**config.mk**
```make
export PLATFORM = sky130hd
export DESIGN_NAME = data_access_sched
export DESIGN_NICKNAME = d
export VERILOG_FILES = /design/src/rtl/data_access_sched.sv
export SDC_FILE = /design/constraint.sdc
export NUM_CORES = 1
export LEC_CHECK = 0
export BUFFER_PORTS_ARGS = -buffer_cell sky130_fd_sc_hd__buf_2
export CORE_AREA = 5 5 470 472
export CTS_CLUSTER_DIAMETER = 40
export DETAILED_ROUTE_END_ITERATION = 8
export DIE_AREA = 0 0 475 477
export GPL_TIMING_DRIVEN = 0
export HOLD_SLACK_MARGIN = 0.05
export PLACE_DENSITY = 0.39
export SETUP_SLACK_MARGIN = 0.4
export SLEW_MARGIN = 25
export SYNTH_ARGS = -nofsm -noshare
export SYNTH_HDL_FRONTEND = slang
export SYNTH_SLANG_ARGS = --single-unit
```
**constraint.sdc**
```tcl
create_clock -name clk -period 5.4 [get_ports clk]
set_input_delay 1.08 -clock clk [delete_from_list [all_inputs] [get_ports clk]]
set_output_delay 1.08 -clock clk [all_outputs]
set_load 0.1 [all_outputs]
```
**src/rtl/data_access_sched.sv**
```systemverilog
// rtl/data_access_sched.sv - data store request scheduler with zero-fill sweep
// Arbitrates fills against core requests and registers the chosen op onto the store controls.
module data_access_sched #(
  parameter int LINES      = 64,
  parameter int ADDRW      = $clog2(LINES),
  parameter int FILLW      = 512,
  parameter int PAYLOADW   = 64,
  parameter int TAGW       = 8,
  parameter int FAIR_LIMIT = 4
) (
  input  logic                clk,
  input  logic                reset,
  input  logic                fill_valid,
  output logic                fill_ready,
  input  logic [ADDRW-1:0]    fill_addr,
  input  logic [FILLW-1:0]    fill_data,
  input  logic                core_valid,
  output logic                core_ready,
  input  logic                core_rw,
  input  logic [ADDRW-1:0]    core_addr,
  input  logic [PAYLOADW-1:0] core_payload,
  input  logic [TAGW-1:0]     core_tag,
  output logic                core_rsp_valid,
  input  logic                core_rsp_ready,
  output logic [TAGW-1:0]     core_rsp_tag,
  input  logic                flush_req,
  output logic                flush_done,
  output logic                init_done,
  output logic                da_read,
  output logic                da_fill,
  output logic                da_write,
  output logic [ADDRW-1:0]    da_addr,
  output logic [FILLW-1:0]    da_fill_data,
  output logic [PAYLOADW-1:0] da_payload
);

  localparam int SCW = (FAIR_LIMIT < 1) ? 1 : $clog2(FAIR_LIMIT + 1);
  localparam logic [ADDRW-1:0] LAST = ADDRW'(LINES - 1);
  localparam logic [SCW-1:0] SLIM = SCW'(FAIR_LIMIT);

  typedef enum logic [1:0] {ST_INIT, ST_RUN, ST_FLUSH} state_e;

  state_e                state_q, state_d;
  logic [ADDRW-1:0]      cnt_q, cnt_d;
  logic [SCW-1:0]        starve_q, starve_d;
  logic                  flush_pend_q, flush_pend_d;
  logic                  init_end_q, init_end_d;
  logic                  flush_end_q, flush_end_d;
  logic                  init_done_q, init_done_d;
  logic                  flush_done_q, flush_done_d;
  logic                  rd_q, rd_d, fl_q, fl_d, wr_q, wr_d;
  logic                  rsp_valid_q, rsp_valid_d;
  logic [TAGW-1:0]       tag_q, tag_d;
  logic [ADDRW-1:0]      addr_q, addr_d;
  logic [FILLW-1:0]      fdata_q, fdata_d;
  logic [PAYLOADW-1:0]   payload_q, payload_d;

  logic hold, sweep_tail, run_open, starved, fill_fire, core_fire;

  // The cycle right after a sweep's last line still belongs to the sweep: no grants, no flush.
  assign hold       = rsp_valid_q & ~core_rsp_ready;
  assign sweep_tail = init_end_q | flush_end_q;
  assign run_open   = (state_q == ST_RUN) & ~sweep_tail & ~hold & ~flush_pend_q;
  assign starved    = (starve_q == SLIM);
  assign core_ready = run_open & (~fill_valid | starved);
  assign fill_ready = run_open & ~(core_valid & starved);
  assign fill_fire  = fill_valid & fill_ready;
  assign core_fire  = core_valid & core_ready;

  always_comb begin
    state_d      = state_q;
    cnt_d        = cnt_q;
    flush_pend_d = flush_pend_q;
    init_end_d   = 1'b0;
    flush_end_d  = 1'b0;
    init_done_d  = init_done_q | init_end_q;
    flush_done_d = flush_end_q;
    rd_d         = rd_q;
    fl_d         = fl_q;
    wr_d         = wr_q;
    rsp_valid_d  = rsp_valid_q;
    tag_d        = tag_q;
    addr_d       = addr_q;
    fdata_d      = fdata_q;
    payload_d    = payload_q;
    starve_d     = starve_q;

    if (!core_valid || core_fire) begin
      starve_d = '0;
    end else if (fill_fire && !starved) begin
      starve_d = starve_q + SCW'(1);
    end

    case (state_q)
      ST_INIT, ST_FLUSH: begin
        rd_d        = 1'b0;
        wr_d        = 1'b0;
        fl_d        = 1'b1;
        rsp_valid_d = 1'b0;
        addr_d      = cnt_q;
        fdata_d     = '0;
        if (cnt_q == LAST) begin
          state_d     = ST_RUN;
          cnt_d       = '0;
          init_end_d  = (state_q == ST_INIT);
          flush_end_d = (state_q == ST_FLUSH);
        end else begin
          cnt_d = cnt_q + ADDRW'(1);
        end
      end
      default: begin
        if (hold) begin
          if (flush_req) flush_pend_d = 1'b1;
        end else begin
          rd_d        = 1'b0;
          wr_d        = 1'b0;
          fl_d        = 1'b0;
          rsp_valid_d = 1'b0;
          if (fill_fire) begin
            fl_d    = 1'b1;
            addr_d  = fill_addr;
            fdata_d = fill_data;
          end else if (core_fire) begin
            addr_d    = core_addr;
            payload_d = core_payload;
            if (core_rw) begin
              wr_d = 1'b1;
            end else begin
              rd_d        = 1'b1;
              rsp_valid_d = 1'b1;
              tag_d       = core_tag;
            end
          end
          // A flush colliding with a grant waits one cycle so the granted op issues first.
          if (!sweep_tail && (flush_req || flush_pend_q)) begin
            if (fill_fire || core_fire) begin
              flush_pend_d = 1'b1;
            end else begin
              state_d      = ST_FLUSH;
              cnt_d        = ADDRW'(1);
              fl_d         = 1'b1;
              addr_d       = '0;
              fdata_d      = '0;
              flush_pend_d = 1'b0;
            end
          end
        end
      end
    endcase
  end

  always_ff @(posedge clk or negedge reset) begin
    if (!reset) begin
      state_q      <= ST_INIT;
      cnt_q        <= '0;
      starve_q     <= '0;
      flush_pend_q <= 1'b0;
      init_end_q   <= 1'b0;
      flush_end_q  <= 1'b0;
      init_done_q  <= 1'b0;
      flush_done_q <= 1'b0;
      rd_q         <= 1'b0;
      fl_q         <= 1'b0;
      wr_q         <= 1'b0;
      rsp_valid_q  <= 1'b0;
      tag_q        <= '0;
      addr_q       <= '0;
      fdata_q      <= '0;
      payload_q    <= '0;
    end else begin
      state_q      <= state_d;
      cnt_q        <= cnt_d;
      starve_q     <= starve_d;
      flush_pend_q <= flush_pend_d;
      init_end_q   <= init_end_d;
      flush_end_q  <= flush_end_d;
      init_done_q  <= init_done_d;
      flush_done_q <= flush_done_d;
      rd_q         <= rd_d;
      fl_q         <= fl_d;
      wr_q         <= wr_d;
      rsp_valid_q  <= rsp_valid_d;
      tag_q        <= tag_d;
      addr_q       <= addr_d;
      fdata_q      <= fdata_d;
      payload_q    <= payload_d;
    end
  end

  assign core_rsp_valid = rsp_valid_q;
  assign core_rsp_tag   = tag_q;
  assign flush_done     = flush_done_q;
  assign init_done      = init_done_q;
  assign da_read        = rd_q;
  assign da_fill        = fl_q;
  assign da_write       = wr_q;
  assign da_addr        = addr_q;
  assign da_fill_data   = fdata_q;
  assign da_payload     = payload_q;

endmodule

```
### Word level (Yosys, flattened, before mapping)

Index checks and enable logic that the tools add are counted.

| cells by class | value |
|---|---|
| add/subtract/negate cells | 2 |
| equality and inequality tests | 8 |
| muxes and demuxes | 46 |
| bitwise gates (word level) | 21 |
| reduce and logical (&&, ||, !) cells | 18 |

Operator list:

| kind | number |
|---|---|
| 512-bit two-way mux | 5 |
| 6-bit two-way mux | 11 |
| 1-bit two-way mux | 23 |
| 2-bit two-way mux | 5 |
| 1-bit bitwise AND | 9 |
| 1-bit NOT | 9 |
| 4-bit AND reduction | 2 |
| 6-bit by 1-bit adder with 6-bit output (second input constant) | 1 |
| 6-bit == test (second input constant) | 1 |
| 3-bit two-way mux | 2 |
| 3-bit AND reduction | 2 |
| 2-bit nonzero test | 3 |
| 5-bit AND reduction | 1 |
| 2-bit by 1-bit != test with 1-bit output (second input constant) | 2 |
| 2-bit != test (second input constant) | 2 |
| 3-bit by 1-bit adder with 3-bit output (second input constant) | 1 |
| 3-bit == test (second input constant) | 1 |
| 1-bit zero test | 3 |
| 1-bit logical OR | 3 |
| 1-bit bitwise OR | 3 |
| 2-bit by 1-bit == test with 1-bit output (second input constant) | 1 |
| 2-bit == test (second input constant) | 1 |
| 1-bit logical AND | 2 |
| 2-bit zero test | 1 |
| 2-bit OR reduction | 1 |

| word-level totals | value |
|---|---|
| register bits after elaboration | 609 |
| input port bits | 603 |
| word-level logic and storage cells | 110 |

### Logic depth before layout (Yosys ltp)

Gate-level depths: netlist (run 1).

| depth | value |
|---|---|
| depth in word-level cells | 13 |
| mapped depth | 10 |
| mapped depth without buffers | 7 |

### Worst setup path after synthesis (run 1)

Ideal clock, no wire load.

| timing path | value |
|---|---|
| path type | input to output |
| start point | input core_rsp_ready |
| end point | output core_ready |
| arrival | 2734 ps |
| required time | 4320 ps |
| slack | 1586 ps |
| stages on the path | 3 |
| buffers on the path | 0 |
| cell sequence | nand2b_1 -> nand3_1 -> nor2_1 |

| between the ends | value |
|---|---|
| longest elaborated chain between the ends | 6 |

RTL lines:

| element | RTL line | source |
|---|---|---|
| start: declaration | 24 | `input logic core_rsp_ready,` |
| 1-bit NOT | 61 | `assign hold = rsp_valid_q & ~core_rsp_ready;` |
| 1-bit bitwise AND | 61 |  |
| 1-bit NOT (no source line) | -- |  |
| 1-bit bitwise AND (2 in a row) | 63 | `assign run_open = (state_q == ST_RUN) & ~sweep_tail & ~hold & ~flush_pend_q;` |
| 1-bit bitwise AND | 65 | `assign core_ready = run_open & (~fill_valid \| starved);` |
| end: declaration | 18 | `output logic core_ready,` |

No other way between the ends.

### Worst setup path in the final report (run 1)

| timing path | value |
|---|---|
| start point | register state_q[1] |
| end point | output fill_ready |

| between the ends | value |
|---|---|
| longest elaborated chain between the ends | 5 |

RTL lines:

| element | RTL line | source |
|---|---|---|
| start: declaration | 43 | `state_e state_q, state_d;` |
| start signal: assignment | 171 | `state_q <= state_d;` |
| 2-bit by 1-bit == test with 1-bit output | 63 |  |
| 1-bit bitwise AND (3 in a row) | 63 |  |
| 1-bit bitwise AND | 66 | `assign fill_ready = run_open & ~(core_valid & starved);` |
| end: declaration | 14 | `output logic fill_ready,` |

No other way between the ends.

==> results.toml, run 1 <==
[worst_setup_path]
cp-start-kind = "flip-flop"
startpoint = "state_q[1]"
cp.required_ns = 4.32
path_buf_inv = 1
crit_type = "flip-flop to primary output"
crit_path_end_kind = "primary output"
arrival_ns = 2.71
cp_max_fo = 7
path_cells = "or4_4 -> nor3_4 -> and2_1 -> buf_2"
reg2reg_from = "state_q[1]"
max_stage_delay_ns = 0.58
cpLargestDelayFamily = "simple AND/OR/NAND/NOR gates"
cp_slowest_cell = "or4_4"

[synthesis]
synth_area_per_cell_um2 = 10.8
syn-cell-area_mm2 = 0.0230
yosysSeqAreaShare = 0.662
synth_cell_types = 40
ys_warn_count = 0
syn_inst = 2126
syn_nets = 2732
ys_seq_elements = 609

[clock_tree]
clk_transition_reported_paths_ns = 0.04
ctsResizeCount = 0
cts_setup_buffers = 0
cts.path.max_buffers = 3
hold_buffers = 0
cts_buffers = 135
insertion_delay_ns = 0.75
cts_tree = "built"
cts_sinks = 609
clock-root-buffer = "clkbuf_16"
h-tree-depth = 4

[drt]
wl_per_cell_um = 23.2
dr.pass1.iters = 5
drt-vias-per-instance = 3.46
vias = 22300
ant_nets = 0
drc = 0
drt_iter0_markers = 1233
wl_um = 150000

[global_routing]
busiest_layer = "met2"
met2_usage = 0.231
grtUsageMet3 = 0.0530
grt.overflow.total = 0
grt_pass1_wl_um = 200000
grt_pass1_vias = 23600
grt_use_total = 0.127
antenna_found_initial = 49
grt_max_degree = 83
grt_util_met1 = 0.131

[power_and_ir_drop]
p_leak_nw = 18.8
power_density_mw_per_mm2 = 417
vdd_drop_max_mv = 0.275

[layout]
register_area_mm2 = 0.0152
final_cells = 6450
fillers = 24400
fin_nets = 4077
multi_input_area_mm2 = 0.00700
final_area_mm2 = 0.0378
syn_to_final_growth_pct = 64.3
layout-drive-gt1-share = 0.430

[placed_design]
post-place-ws_ns = 1.27
placed_area_mm2 = 0.0328
place.port_buffers = 1200
hpwlAfterDp_um = 125000
gp_congestion = 0.880
placed_cells = 6188

[floorplan]
die_h_um = 477
initial_core_util = 0.106
rows = 171
die_x_um = 475
core_mm2 = 0.216
dieArea_mm2 = 0.227
ios = 1201

[timing]
slew_violations = 0
slew_headroom = 0.395
setup_viol = 0
finalCriticalPeriod_ns = 3.79
fmax_mhz = 264
min_period_over_period = 0.701
finalWorstSetupSlack_ns = 1.61
max_slew.worst_pin.slew_ns = 0.908
grt_setup_unrepaired = "false"
fin_skew_ns = 0.0309
finalHoldViolations = 0

[flow_run]
max-cap-violations = 0

[run_status]
status = "completed"

[min_path]
hp-class = "input pin to async pin"
-- report_power, final --
| group | internal, W | total (W) | switching [W] |
|---|---|---|---|
| logic | 0.000411 | 0.00194 | 0.00153 |
| clock network | 0.00602 | 0.00896 | 0.00294 |
| registers | 0.00473 | 0.00485 | 0.000123 |
-- per-layer routing --
layer | up-vias | wire length [um]
li1 | 9997 | -
met1 | 10900 | 52900
met2 | 1142 | 77100
met3 | 218 | 15500
met4 | 28 | 4160
met5 | - | 187
-- worst paths after layout --
| path | slack [ns] | cells past startpoint | to |
|---|---|---|---|
| max | 1.61 | 4 | fill_ready |
| min | 0.27 | 1 | da_payload[23] |
| max reg2reg | 2.03 | 8 | da_fill_data[250] |
| min reg2reg | 0.46 | 1 | init_done |
| max in group asynchronous | 3.06 | 5 | da_fill_data[328] |
| min in group clk | 0.46 | 1 | init_done |
-- worst register-to-register path, cell delays in order (launching register included) --
cell and delay, ns:
dfrtp_1 0.43, nor4_2 0.42, nand3_1 0.30, nor2_2 0.47
buf_2 0.53, buf_2 0.53, buf_4 0.31, nand2_1 0.16
a21oi_1 0.16
-- cell type report --
class | instances | share of cell area
flip-flops and latches | 609 | 0.403
multi-input cells | 1351 | 0.185
repair buffers | 1208 | 0.165
clock buffers | 158 | 0.0968
well taps | 2854 | 0.0945
clock inverters | 85 | 0.0333
plain buffers | 162 | 0.0205
diodes | 19 | 0.00126
inverters | 4 | 0.000397
-- placed cells by master, fill, tap and decap left out, types with 13 or more instances in the layout --
cell	Yosys	final
diode_2	0	19
clkbuf_8	0	13
clkinv_2	0	24
clkbuf_1	74	76
a22o_1	253	253
clkbuf_16	0	138
buf_2	58	1257
nand2_1	732	732
buf_1	13	13
a21oi_1	279	279
dfrtp_1	609	609
bufinv_16	0	24
-- logic make-up (layout without fill, tap and decap cells) --
| family | count (synthesis) | after routing | synth area share |
|---|---|---|---|
| multiplexers | 8 | 8 | 0.00392 |
| other | 0 | 19 | 0 |
| AND/OR/NAND/NOR | 778 | 778 | 0.131 |
| AO/OA/AOI/OAI | 560 | 560 | 0.166 |
| XOR/XNOR | 2 | 2 | 0.000762 |
| buffers and inverters | 166 | 1617 | 0.0340 |
| flip-flops | 609 | 609 | 0.662 |
| adder cells (fa/ha/maj) | 3 | 3 | 0.00163 |
-- per-stage QoR --
| step | setup TNS, ns | utilization | hold slack [ns] | total power, W |
|---|---|---|---|---|
| after floorplan | 0 | - | 0.413 | 0.00610 |
| after global placement | -6627.15 | 0.151 | 0.457 | 0.00689 |
| after detailed placement | 0 | 0.152 | 0.457 | 0.00691 |
| after CTS | 0 | 0.175 | 0.180 | 0.0161 |
| after global routing | 0 | 0.175 | 0.226 | 0.0163 |
| final | 0 | 0.175 | 0.274 | 0.0158 |
-- Yosys cell counts --
library cell,instances,area (um2)
nand2_1,732,2750
dfrtp_1,609,15200
a21oi_1,279,1400
a22o_1,253,2220
clkbuf_1,74,278
buf_2,58,290
buf_1,13,48.8
nor2_1,12,45.0
buf_4,11,82.6
nand3_1,9,45.0
o21ai_0,9,45.0
and3_1,6,37.5
buf_6,6,67.6
and2_1,4,25.0
inv_1,4,15.0
mux2_1,4,45.0
mux2_2,4,45.0
a221o_1,3,30.0
a221oi_1,3,26.3
ha_1,3,37.5
nor3_1,3,15.0
o21a_1,3,22.5
a21boi_0,2,15.0
a32o_1,2,20.0
nor2b_1,2,12.5
o22ai_1,2,12.5
o31ai_1,2,15.0
or2_2,2,12.5
nand2b_1,1,6.26
nand3_2,1,10.0
nand4b_1,1,8.76
nor2_2,1,6.26
nor2_4,1,11.3
nor3_4,1,16.3
nor4_2,1,12.5
o221ai_1,1,8.76
o2bb2ai_1,1,8.76
or4_4,1,11.3
xnor2_1,1,8.76
xor2_1,1,8.76
-- state kept, by name, summed over array words and instances (netlist names), 2 cells and up --
name          flops
da_addr           6
da_fill_data    512
starve_q          3
cnt_q             6
state_q           2
core_rsp_tag      8
da_payload       64
No activity file was read; power rests on OpenSTA's default activity.
==> inputs of run 2 (changes only) <==
Settings changed: ABC_AREA from default to 1, CORE_AREA 5 5 470 472 to 5 5 463 465, DIE_AREA 0 0 475 477 to 0 0 468 470, PLACE_DENSITY 0.39 to 0.42.
Clock period 5.4 ns to 3.54 ns, I/O delays scaled along.
==> run 2 against run 1 <==
Compared with the run above: combinational power rose to 2.8 times the previous value; first-iteration DRC count is 32% higher; register-to-register slack worse by 1.2 ns; utilization grew 3.5 points; total power rose by 76%; global-route usage up 2.9 points; largest power group unchanged; clock power rose by 63%; wire length rose by 19%; hold slack got worse by 0.12 ns.
==> results.toml, run 2 <==
[floorplan]
core_mm2 = 0.209
die_x_um = 468
die_h_um = 470
rows = 168
dieArea_mm2 = 0.220
ios = 1201
initial_core_util = 0.135

[placed_design]
gp_congestion = 0.923
hpwlAfterDp_um = 146000
post-place-ws_ns = 0.0709
place.port_buffers = 1199

[clock_tree]
clk_transition_reported_paths_ns = 0.05
insertion_delay_ns = 0.77
cts_tree = "built"
h-tree-depth = 4
cts.path.max_buffers = 3
cts_buffers = 150
clock-root-buffer = "clkbuf_16"
cts_sinks = 609

[timing]
max_slew.worst_pin.slew_ns = 0.776
fin_skew_ns = 0.0496
fmax_mhz = 335
hold_ws_ns = 0.158
min_period_over_period = 0.844
slew_headroom = 0.483
finalHoldViolations = 0
tns_ns = 0
grt_setup_unrepaired = "false"
finalCriticalPeriod_ns = 2.99
setup_viol = 0
slew_violations = 0
finalWorstSetupSlack_ns = 0.554

[worst_setup_path]
crit_path_end_kind = "primary output"
arrival_ns = 2.28
path_buf_inv = 4
reg2regPathDepth = 11
timing.rr.end = "da_addr[1]"
max_stage_delay_ns = 0.38
reg2reg_from = "starve_q[0]"
cp_slowest_cell = "dfrtp_1"
cp-start-kind = "flip-flop"
cpLargestDelayFamily = "buffers and inverters"
crit_type = "flip-flop to primary output"
cp.required_ns = 2.83
cp_max_fo = 4
path_cells = "nor2_2 -> nand2_2 -> nor2_4 -> buf_6 -> buf_8 -> inv_2 -> a21oi_4 -> buf_12"
r2r_setup_slack_ns = 0.79

[drt]
wl_per_cell_um = 22.3
ant_nets = 0
wl_um = 178000
dr.pass1.iters = 5
vias = 30300
drc = 0
drt-vias-per-instance = 3.79
drt_iter0_markers = 1627

[flow_run]
max-cap-violations = 0

[global_routing]
grt_pass1_wl_um = 245000
grt_use_total = 0.156
antenna_found_initial = 96
grt_pass1_vias = 30900
grt_max_degree = 85
grt.overflow.total = 0

[power_and_ir_drop]
vdd_drop_max_mv = 0.565
finalPower_w = 0.0277
power_density_mw_per_mm2 = 630
p_leak_nw = 24.7

[layout]
fillers = 23500
fin_nets = 5652
largest_reg_flops = 512
multi_input_area_mm2 = 0.0103
syn_to_final_growth_pct = 55.4
final_common_cell = "nand2_1"
finish.utilization = 0.210
register_area_mm2 = 0.0152
layout-drive-gt1-share = 0.318
mostFrequentLayoutCells = "nand2_1 (1,304), buf_2 (1,302), dfrtp_1 (608), inv_1 (353), nor2_1 (353)"

[synthesis]
ys_seq_elements = 609
synth-main-ff-cell = "dfrtp_1"
yosysSeqAreaShare = 0.539
syn_inst = 3647
synth_edf_count = 0
ys_top_cells_by_area = "dfrtp_1 (54%), nand2_1 (17%), o21ai_0 (5.2%), inv_1 (4.7%), nor2_1 (4.7%)"
synth.most_common_cell = "nand2_1"
synthTopCellsByCount = "nand2_1 (1,305), dfrtp_1 (609), inv_1 (354), nor2_1 (354), o21ai_0 (296)"
syn-cell-area_mm2 = 0.0283
synthArstFlopShare = 1.00
syn_nets = 4253
synth_cell_types = 26
ys_warn_count = 0
synth_top_area_share = 0.539
synth_area_per_cell_um2 = 7.76
yosysTopAreaCell = "dfrtp_1"

[min_path]
worstHoldEndpoint = "da_payload[26]"
hp-class = "input pin to flip-flop"
worstHoldStart = "core_payload[26]"
hold_depth = 3

[run_status]
status = "completed"
[run 2: cell count changes after synthesis, moves of 6 or more]
cell and delta:
nand2_1 +573, inv_1 +350, nor2_1 +342, o21ai_0 +287
a21oi_1 -276, a22o_1 -253, nand3_1 +191, nand4_1 +187
o21ai_1 +52, buf_2 +49, clkbuf_1 +40, buf_6 +29
buf_1 -7, and3_1 -6
[run 2: final cells by class]
| class | instances | area share |
|---|---|---|
| clock inverters | 80 | 0.0276 |
| repair buffers | 1247 | 0.151 |
| clock buffers | 192 | 0.0951 |
| diodes | 27 | 0.00154 |
| plain buffers | 269 | 0.0332 |
| well taps | 2805 | 0.0798 |
| inverters | 358 | 0.0306 |
| flip-flops and latches | 609 | 0.347 |
| multi-input cells | 2411 | 0.234 |
[run 2: power by group]
group          switching (W)  internal [W]
logic                0.00442       0.00101
clock network        0.00478       0.00985
registers           0.000271       0.00736
total                0.00946        0.0182
[run 2: timing repair]
item	in CTS	in global routing
resized for setup	12	10
endpoints found under the hold margin	74	0
cloned	0	0
endpoints found under the setup margin	2	14
pin swaps	3	2
buffers inserted	5	0
hold buffers	34	0
[run 2: tightest hold or removal path, stage by stage]
cell	delay, ns
buf_2	0.08
nand2_1	0.05
nand2_1	0.05
[run 2: worst max-delay path by stage]
stage | startpoint | end | slack, ns | depth (start not counted)
2_1_floorplan | core_rsp_valid | fill_ready | 0.47 | 7
3_3_place_gp | reset | da_fill_data[493] | -13.28 | 1
3_5_place_dp | core_rsp_ready | fill_ready | 0.07 | 10
4_1_cts | init_end_q | fill_ready | 0.40 | 8
5_1_grt | flush_done_d | fill_ready | 0.41 | 8
6_report | flush_done_d | fill_ready | 0.55 | 8
[run 2: through the flow]
stage / cell area (um2) / cells
after floorplan: 28300 / 3647
after global placement: 37800 / 7651
after detailed placement: 38100 / 7660
after CTS: 43900 / 7971
after global routing: 43900 / 7979
final: 44000 / 7998
[run 2: cells by family after synthesis]
kind of cell,synth area share
flops,0.539
simple gates,0.299
xor+xnor,0.000310
fa+ha+maj,0.00133
buf+inv,0.0981
compound gates,0.0626
[run 2: layer usage]
layer,wire length (um),vias up,track usage
met4,4450,56,0.0380
li1,-,14300,-
met1,62200,14300,0.158
met5,355,-,0
met3,18700,335,0.0704
met2,92200,1260,0.290
==> inputs of run 3 (changes only) <==
Clock period 3.54 ns to 3.1 ns, I/O delays scaled along.
==> run 3 against run 2 <==
Compared with the run above: wire length rose by 0.31%; critical path type unchanged; global-route usage rose by 0.059 points; sequential power increased by 14%; utilization increased by 1.6 points; die area unchanged; design area grew 7.7%; sequential cell count did not move; critical path depth unchanged; highest routed layer unchanged; clock skew increased by 0.0087 ns; clock power grew 17%; largest cell class unchanged; via count is 4.0% higher; cell count rose by 4.1%.
==> results.toml, run 3 (synthesis results as in run 2) <==
[run_status]
status = "completed"

[worst_setup_path]
timing.rr.end = "da_fill_data[385]"
crit_type = "flip-flop to primary output"
arrival_ns = 2.12
max_stage_delay_ns = 0.44
r2r_setup_slack_ns = 0.65
cpLargestDelayFamily = "buffers and inverters"
reg2regPathDepth = 11
crit_path_end_kind = "primary output"
cp_slowest_cell = "dfrtp_2"
path_cells = "nand2_4 -> nand2_4 -> nor2_4 -> buf_12 -> buf_12 -> inv_6 -> a21oi_4 -> buf_12"
path_common_cell = "buf_12"
reg2reg_from = "starve_q[0]"
path_buf_inv = 4
cp_max_fo = 5
cp-start-kind = "flip-flop"
cp.required_ns = 2.48

[drt]
dr.pass1.iters = 6
ant_nets = 0
drt_iter0_markers = 1834
vias = 31500
drt-vias-per-instance = 3.78
wl_um = 179000
drc = 0
wl_per_cell_um = 21.4

[floorplan]
die_h_um = 470
initial_core_util = 0.135
die_x_um = 468
core_mm2 = 0.209
dieArea_mm2 = 0.220
ios = 1201
rows = 168

[min_path]
hp-class = "input pin to flip-flop"
hold_depth = 3
worstHoldEndpoint = "da_fill_data[61]"
worstHoldStart = "fill_data[61]"

[layout]
register_area_mm2 = 0.0152
fin_nets = 5966
syn_to_final_growth_pct = 67.4
finish.utilization = 0.226
largest_reg_flops = 512
layout-drive-gt1-share = 0.305
multi_input_area_mm2 = 0.0103
fillers = 23300
final_common_cell = "nand2_1"
final_area_mm2 = 0.0474
mostFrequentLayoutCells = "nand2_1 (1,303), buf_2 (1,290), dfrtp_1 (607), nor2_1 (353), inv_1 (352)"

[global_routing]
antenna_found_initial = 66
grt.overflow.total = 0
grt_pass1_wl_um = 248000
grt_use_total = 0.157
grt_max_degree = 87
grt_pass1_vias = 32400

[power_and_ir_drop]
pwr-share-clk = 0.530
combPwrFrac = 0.202
vdd_drop_max_mv = 0.819
pwr-share-seq = 0.268
intPower_w = 0.0213
power_density_mw_per_mm2 = 683
power.switching_w = 0.0110
p_leak_nw = 26.1
switching_share = 0.340

[clock_tree]
h-tree-depth = 4
cts_tree = "built"
clock-root-buffer = "clkbuf_16"
cts_sinks = 609
cts_buffers = 151
cts.path.max_buffers = 3
clk_transition_reported_paths_ns = 0.05
insertion_delay_ns = 0.78

[placed_design]
place.port_buffers = 1199
hpwlAfterDp_um = 145000
gp_congestion = 0.890
placed_area_mm2 = 0.0381

[timing]
slew_violations = 0
grt_setup_unrepaired = "true"
tns_ns = 0
finalHoldViolations = 0
min_period_over_period = 0.883
fin_skew_ns = 0.0584
max_slew.worst_pin.slew_ns = 0.988
finalCriticalPeriod_ns = 2.74
fmax_mhz = 365
setup_viol = 0
hold_ws_ns = 0.154
slew_headroom = 0.341

[flow_run]
max-cap-violations = 0
==> run 3: cell types whose count changed in the layout (fill, tap and decap cells not counted), moves of 3 or more <==
| cell | previous run | this run |
|---|---|---|
| dlygate4sd3_1 | 34 | 345 |
| clkbuf_1 | 120 | 106 |
| buf_2 | 1302 | 1290 |
| buf_4 | 11 | 21 |
| clkbuf_2 | 11 | 21 |
| diode_2 | 27 | 36 |
| clkinv_2 | 22 | 14 |
| clkinvlp_4 | 11 | 19 |
| clkinv_4 | 7 | 12 |
| clkbuf_4 | 1 | 5 |
| inv_6 | 9 | 13 |
| buf_12 | 1 | 4 |
| clkbuf_8 | 23 | 26 |
==> run 3: cell type report <==
| class | count | share of cell area |
|---|---|---|
| timing repair buffer | 1560 | 0.206 |
| inverter | 358 | 0.0286 |
| tap | 2805 | 0.0741 |
| sequential | 609 | 0.322 |
| multi-input combinational | 2411 | 0.218 |
| antenna | 36 | 0.00190 |
| clock buffer | 194 | 0.0896 |
| clock inverter | 86 | 0.0273 |
| buffer | 269 | 0.0323 |
==> run 3: tightest hold or removal path, cell delays in order <==
cell	delay, ns
buf_2	0.08
o21ai_0	0.07
nor2_1	0.09
==> run 3: worst max path at each step <==
stage	slack [ns]	endpoint	from	cells past startpoint
finish	0.36	fill_ready	core_rsp_valid	8
global route	0.19	fill_ready	core_rsp_valid	8
CTS	0.16	fill_ready	core_rsp_valid	8
detailed placement	-0.33	da_fill_data[333]	core_valid	8
global placement	-13.53	da_fill_data[303]	reset	1
floorplan	0.39	fill_ready	core_rsp_valid	7
==> run 3: stage by stage <==
step	instances	setup slack [ns]	power, W
floorplan	3647	0.394	0.0129
detailed placement	7659	-0.328	0.0150
CTS	8291	0.161	0.0329
global route	8310	0.187	0.0336
finish	8328	0.363	0.0323
global placement	7651	-13.53	0.0149
==> run 3: power groups by stage <==
| stage | Sequential (W) | Clock [W] | Combinational [W] |
|---|---|---|---|
| 3_5_place_dp | 0.00877 | 0 | 0.00620 |
| 5_1_grt | 0.00872 | 0.0180 | 0.00694 |
| 4_1_cts | 0.00867 | 0.0176 | 0.00663 |
| 2_1_floorplan | 0.0115 | 0 | 0.00143 |
| 6_report | 0.00867 | 0.0171 | 0.00652 |
| 3_3_place_gp | 0.00878 | 0 | 0.00615 |
==> run 3: repair_timing <==
| action | CTS | global route |
|---|---|---|
| cloned | 0 | 0 |
| endpoints found under the setup margin | 374 | 91 |
| hold buffers | 345 | 0 |
| setup buffers | 7 | 1 |
| pin swaps | 2 | 3 |
| resized for setup | 42 | 35 |
| endpoints found under the hold margin | 387 | 0 |
==> run 3: layer usage <==
metal	global-route usage	wire length, um	up-vias	share of wire
met5	0	111	-	0.00062
met4	0.0567	6460	18	0.036
met3	0.0575	16500	286	0.092
met2	0.278	89200	1246	0.50
met1	0.170	66300	14900	0.37
li1	-	-	15000	-
